[config.mk]
export PLATFORM = sky130hd
export DESIGN_NAME = if_id_skid_reg
export DESIGN_NICKNAME = d
export VERILOG_FILES = /design/src/rtl/if_id_pkg.sv /design/src/rtl/if_id_entry.sv /design/src/rtl/if_id_skid_reg.sv
export SDC_FILE = /design/constraint.sdc
export NUM_CORES = 1
export LEC_CHECK = 0
export BUFFER_PORTS_ARGS = -buffer_cell sky130_fd_sc_hd__buf_4
export CORE_ASPECT_RATIO = 0.5
export CORE_MARGIN = 4
export CORE_UTILIZATION = 45
export CTS_CLUSTER_SIZE = 25
export DETAILED_ROUTE_END_ITERATION = 8
export GPL_TIMING_DRIVEN = 0
export PLACE_DENSITY_LB_ADDON = 0.05
export REMOVE_ABC_BUFFERS = 1
export SYNTH_ARGS = -nofsm -noshare
export SYNTH_HDL_FRONTEND = slang
export SYNTH_SLANG_ARGS = --single-unit
[constraint.sdc]
create_clock -name clk -period 3.88 [get_ports clk]
set_clock_uncertainty 0.05 [all_clocks]
set_input_delay 0.388 -clock clk [delete_from_list [all_inputs] [get_ports clk]]
set_output_delay 0.388 -clock clk [all_outputs]
set_load 0.005 [all_outputs]
[src/rtl/if_id_pkg.sv]
// Shared types and constants for the IF/ID skid register.
package if_id_pkg;

  typedef enum logic [1:0] {
    EMPTY = 2'd0,
    ONE   = 2'd1,
    TWO   = 2'd2
  } if_id_state_e;

  localparam logic [63:0] NOP_DEFAULT = 64'h0;
  localparam logic [7:0]  FLUSH_CNT_MAX = 8'hFF;

endpackage

[src/rtl/if_id_entry.sv]
// One pipeline entry: valid bit plus PC/instruction, with load and clear.
module if_id_entry #(
  parameter int PC_W    = 8,
  parameter int INSTR_W = 32
) (
  input  logic               clk,
  input  logic               reset,
  input  logic               i_clear,
  input  logic               i_load,
  input  logic [PC_W-1:0]    i_pc,
  input  logic [INSTR_W-1:0] i_instr,
  output logic               o_valid,
  output logic [PC_W-1:0]    o_pc,
  output logic [INSTR_W-1:0] o_instr
);

  logic               r_valid;
  logic [PC_W-1:0]    r_pc;
  logic [INSTR_W-1:0] r_instr;

  // Clear wins over load so a flush can never leave a stale beat behind.
  always_ff @(posedge clk) begin
    if (reset || i_clear) begin
      r_valid <= 1'b0;
      r_pc    <= '0;
      r_instr <= '0;
    end else if (i_load) begin
      r_valid <= 1'b1;
      r_pc    <= i_pc;
      r_instr <= i_instr;
    end
  end

  assign o_valid = r_valid;
  assign o_pc    = r_pc;
  assign o_instr = r_instr;

endmodule

[src/rtl/if_id_skid_reg.sv]
// IF/ID pipeline register with a one-deep skid so in_ready is a pure flop.
// state | meaning:  EMPTY | no beat held;  ONE | main holds a beat;  TWO | main and skid both hold beats
module if_id_skid_reg
  import if_id_pkg::*;
#(
  parameter int                  PC_W      = 8,
  parameter int                  INSTR_W   = 32,
  parameter logic [INSTR_W-1:0]  NOP_INSTR = INSTR_W'(NOP_DEFAULT)
) (
  input  logic               clk,
  input  logic               reset,
  input  logic               in_valid,
  output logic               in_ready,
  input  logic [PC_W-1:0]    in_pc,
  input  logic [INSTR_W-1:0] in_instr,
  input  logic               flush,
  output logic               out_valid,
  input  logic               out_ready,
  output logic [PC_W-1:0]    out_pc,
  output logic [INSTR_W-1:0] out_instr,
  output logic [7:0]         flush_cnt
);

  if_id_state_e       r_state;
  if_id_state_e       w_state_nxt;
  logic               r_in_ready;
  logic [7:0]         r_flush_cnt;

  logic               w_accept;
  logic               w_drain;
  logic               w_main_load;
  logic               w_main_clr;
  logic               w_skid_load;
  logic               w_skid_clr;
  logic [PC_W-1:0]    w_main_d_pc;
  logic [INSTR_W-1:0] w_main_d_instr;

  logic               w_main_valid;
  logic [PC_W-1:0]    w_main_pc;
  logic [INSTR_W-1:0] w_main_instr;
  logic               w_skid_valid;
  logic [PC_W-1:0]    w_skid_pc;
  logic [INSTR_W-1:0] w_skid_instr;

  assign w_accept = in_valid && r_in_ready;
  assign w_drain  = out_valid && out_ready;

  // Main refills from skid whenever skid holds the older beat.
  assign w_main_d_pc    = w_skid_valid ? w_skid_pc    : in_pc;
  assign w_main_d_instr = w_skid_valid ? w_skid_instr : in_instr;

  always_comb begin
    w_state_nxt = r_state;
    w_main_load = 1'b0;
    w_main_clr  = 1'b0;
    w_skid_load = 1'b0;
    w_skid_clr  = 1'b0;
    if (flush) begin
      w_state_nxt = EMPTY;
      w_main_clr  = 1'b1;
      w_skid_clr  = 1'b1;
    end else begin
      unique case (r_state)
        EMPTY: begin
          if (w_accept) begin
            w_state_nxt = ONE;
            w_main_load = 1'b1;
          end
        end
        ONE: begin
          if (w_accept && w_drain) begin
            w_main_load = 1'b1;
          end else if (w_accept) begin
            w_state_nxt = TWO;
            w_skid_load = 1'b1;
          end else if (w_drain) begin
            w_state_nxt = EMPTY;
            w_main_clr  = 1'b1;
          end
        end
        TWO: begin
          if (w_drain) begin
            w_state_nxt = ONE;
            w_main_load = 1'b1;
            w_skid_clr  = 1'b1;
          end
        end
        default: begin
          w_state_nxt = EMPTY;
          w_main_clr  = 1'b1;
          w_skid_clr  = 1'b1;
        end
      endcase
    end
  end

  always_ff @(posedge clk) begin
    if (reset) begin
      r_state    <= EMPTY;
      r_in_ready <= 1'b1;
    end else begin
      r_state    <= w_state_nxt;
      r_in_ready <= (w_state_nxt != TWO);
    end
  end

  always_ff @(posedge clk) begin
    if (reset) begin
      r_flush_cnt <= '0;
    end else if (flush && (r_state != EMPTY) && (r_flush_cnt != FLUSH_CNT_MAX)) begin
      r_flush_cnt <= r_flush_cnt + 8'd1;
    end
  end

  if_id_entry #(.PC_W(PC_W), .INSTR_W(INSTR_W)) u_main (
    .clk     (clk),
    .reset   (reset),
    .i_clear (w_main_clr),
    .i_load  (w_main_load),
    .i_pc    (w_main_d_pc),
    .i_instr (w_main_d_instr),
    .o_valid (w_main_valid),
    .o_pc    (w_main_pc),
    .o_instr (w_main_instr)
  );

  if_id_entry #(.PC_W(PC_W), .INSTR_W(INSTR_W)) u_skid (
    .clk     (clk),
    .reset   (reset),
    .i_clear (w_skid_clr),
    .i_load  (w_skid_load),
    .i_pc    (in_pc),
    .i_instr (in_instr),
    .o_valid (w_skid_valid),
    .o_pc    (w_skid_pc),
    .o_instr (w_skid_instr)
  );

  assign in_ready  = r_in_ready;
  assign out_valid = (r_state != EMPTY);
  assign out_pc    = (out_valid && w_main_valid) ? w_main_pc    : '0;
  assign out_instr = (out_valid && w_main_valid) ? w_main_instr : NOP_INSTR;
  assign flush_cnt = r_flush_cnt;

endmodule

==> metrics.md <==
| Metric | Value |
|---|---|
| FF+latch area | `1860 sq um` |
| Vias/cell | `5.27` |
| Final Max Tran Viols | `0` |
| Worst min path class | `in2reg` |
| Post-Synth Simple-Gate Area | `0.175` |
| Pre-CTS setup slack | `1.03 ns` |
| Clock transition at the registers of the reported paths | `0.06 ns` |
| Area grow syn2layout | `26.0%` |
| Crit end category | `output pin` |
| XOR/XNOR Fraction of Synth Area | `0.00202` |
| Antenna diodes | `0` |
| Multi-input gate area | `2260 sq um` |
| Starting density of the core | `0.479` |
| Clock Power Share | `0.446` |
| Synth warn | `0` |
| Row count | `24` |
| Final nets | `594` |
| Antenna Nets Post-Route | `0` |
| Comb power frac | `0.093` |
| Sequential Power Share | `0.461` |
| Dominant combinational cell family by area after synthesis | `compound AO/OA/AOI/OAI gates` |
| Drt total wl | `10800 microns` |
| Pint | `1650 uW` |
| H-Tree Depth | `3` |
| CP max stage delay | `1.17 ns` |
| Die area | `11300 sq um` |
| Crit path kind | `reg2out` |
| Synth top area share | `0.430` |
| Post-Synth Adder-Cell Area | `0.00289` |
| Total setup buffers inserted after CTS | `0` |
| Largest net degree at the start of global routing | `43` |
| Status | `completed` |
| Worst r2r src | `r_state[1]$_SDFF_PP0_` |
| Worst R2R Path Depth | `6` |
| Die Y | `77.3 microns` |
| Filler cells | `824` |
| Most numerous cell in the Yosys netlist | `dfxtp_1` |
| Complex-gate fraction of the synthesized area | `0.241` |
| Peak supply drop | `0.252 mV` |
| Final Wtd Congestion | `0.728` |
| Antenna violations before repair | `0` |
| Post-synth EDFFs | `0` |
| Ys async rst share | `0` |
| Number of global-route vias before repair | `3405` |
| Hold buffer count at cts | `0` |
| Hold Slack | `0.226 ns` |
| GRT Total Usage | `0.188` |
| Average cell area after synthesis | `8.98 sq um` |
| # port buffers | `94` |
| DRT Pass-1 Iters | `4` |
| Tmin final | `2.43 ns` |
| Library cells used by synthesis | `32` |
| Critical-path top delay cell | `dfxtp_1` |
| Root Buffer | `clkbuf_16` |
| Switching fraction of total power | `0.228` |
| Crit-path cells | `and3_1, buf_4` |
| PwrDens | `392 nW/um^2` |
| CP Max Fanout | `41` |
| Hold path cells | `2` |
| Leak | `0.00203 uW` |
| Commonest cells post-synth | `93 x dfxtp_1, 91 x a21oi_1, 86 x nand2_1` |
| Worst path arrival time | `1.99 ns` |
| Max-Cap Viols | `0` |
| Fin crit share | `0.626` |
| Area leader, netlist | `dfxtp_1` |
| DR vias | `3598` |
| Top Ports | `95` |
| Die Span X | `147 microns` |
| Worst setup startpoint | `u_main.o_valid$_SDFFE_PP0P_` |
| Setup repair after global routing missed its margin | `no` |
| Final hold viol count | `0` |
| Part of the Yosys area used for sequential elements | `0.430` |
| Initial DRC Count | `223` |
| Share of cells above drive strength 1 | `0.300` |
| Clk sink count | `93` |
| Fmax | `412 MHz` |
| Mux contribution to synthesized area | `0.0948` |
| CTS tree | `built` |
| Worst Tran Pin Value | `1.30 ns` |
| Clk buf depth | `2` |
| Final core occ | `0.603` |
| Synth Cell Area | `4330 sq um` |
| Slew margin rel. | `0.133` |
| WP data required | `3.44 ns` |
| Largest cells by area after synthesis | `dfxtp_1 43%, a211oi_2 12%, a21oi_1 11%, mux2i_1 9.5%, nand2_1 7.5%` |
| DRC violations left | `0` |
| Setup-failing EPs final | `0` |
| Average wire per standard cell | `15.8 microns` |
| Post-DP HPWL | `6580 microns` |
| Worst-Skew Late Latency | `0.34 ns` |
| Switching pwr | `487 uW` |
| CTS Buf Count | `9` |
| Cells after Synth | `482` |
| Top_reg_cell synth | `dfxtp_1` |
| Core footprint | `9040 sq um` |
| Gr ovfl total | `0` |
| HP Start | `out_ready` |
| Cts repair resizes | `0` |
| Startpoint Class | `flip-flop` |
| Yosys reg bits | `93` |
| First-pass GRT wire length | `17500 microns` |
| Setup WS post-layout | `1.45 ns` |
## worst paths after layout
path	end	slack (ns)
setup / recovery	out_pc[3]	1.45
hold / removal	r_state[1]$_SDFF_PP0_	0.23
setup reg to reg	u_main.o_instr[16]$_SDFFE_PP0P_	1.53
hold reg to reg	u_skid.o_instr[5]$_SDFFE_PP0P_	0.40
## final cells by class
| cell class | count | share of cell area |
|---|---|---|
| inverters | 3 | 0.00206 |
| flip-flops and latches | 93 | 0.342 |
| well taps | 130 | 0.0298 |
| clock inverters | 4 | 0.0128 |
| repair buffers | 100 | 0.152 |
| multi-input cells | 341 | 0.415 |
| clock buffers | 12 | 0.0470 |
## state kept, by name, summed over array words and instances (netlist names), 2 cells and up
register	count
u_main.o_instr	32
u_main.o_pc	8
flush_cnt	8
u_skid.o_pc	8
u_skid.o_instr	32
r_state	2
## cells in the final DEF, fill, tap and decap left out, types with 2 or more instances in the layout
cell type | synthesis | layout
dfxtp_1 | 93 | 92
a211oi_2 | 40 | 40
nand2_1 | 86 | 85
clkbuf_16 | 0 | 9
mux2i_1 | 41 | 41
bufinv_16 | 0 | 2
a21oi_1 | 91 | 91
o31ai_1 | 2 | 2
or4_1 | 3 | 3
and3_1 | 40 | 40
clkinv_2 | 0 | 2
buf_4 | 0 | 94
clkbuf_8 | 0 | 2
nand3_1 | 5 | 5
nor2_1 | 7 | 7
or3_1 | 5 | 4
buf_12 | 0 | 4
o21ai_0 | 5 | 5
## critical path, delay by kind of cell, from the launching register on
family                 cells  cell delay [ns]
and+or+nand+nor            1             0.32
DFF                        1             1.17
buffers and inverters      1             0.12
## power by group through the flow
| stage | sequential (uW) | clock (uW) | combinational (uW) |
|---|---|---|---|
| floorplan | 1000 | 0 | 107 |
| global placement | 1010 | 0 | 186 |
| detailed placement | 1010 | 0 | 196 |
| CTS | 986 | 977 | 197 |
| global route | 988 | 1020 | 217 |
| finish | 986 | 954 | 199 |
## routing by layer
layer  routed length (microns)  track usage  vias up
li1                          -            -     1851
met1                      5390        0.264     1668
met2                      4770        0.290       69
met3                       590       0.0536       10
met4                        74       0.0394        0
met5                         0            0        -
## cells by family (layout without fill, tap and decap cells)
logic type | Yosys count | count (layout)
AND/OR/NAND/NOR | 155 | 155
XOR/XNOR | 1 | 1
AO/OA/AOI/OAI | 143 | 143
multiplexers | 41 | 41
flip-flops | 93 | 93
buffers and inverters | 48 | 119
adder cells (fa/ha/maj) | 1 | 1
## stage by stage
stage | power [uW] | TNS [ns] | std cells | area, sq um
after floorplan | 1110 | 0 | 437 | 4110
after global placement | 1190 | -33.15 | 661 | 4970
after detailed placement | 1200 | 0 | 666 | 5100
after CTS | 2160 | 0 | 682 | 5430
after global routing | 2220 | 0 | 683 | 5450
final | 2140 | 0 | 683 | 5450
No activity file was read; power rests on OpenSTA's default activity.
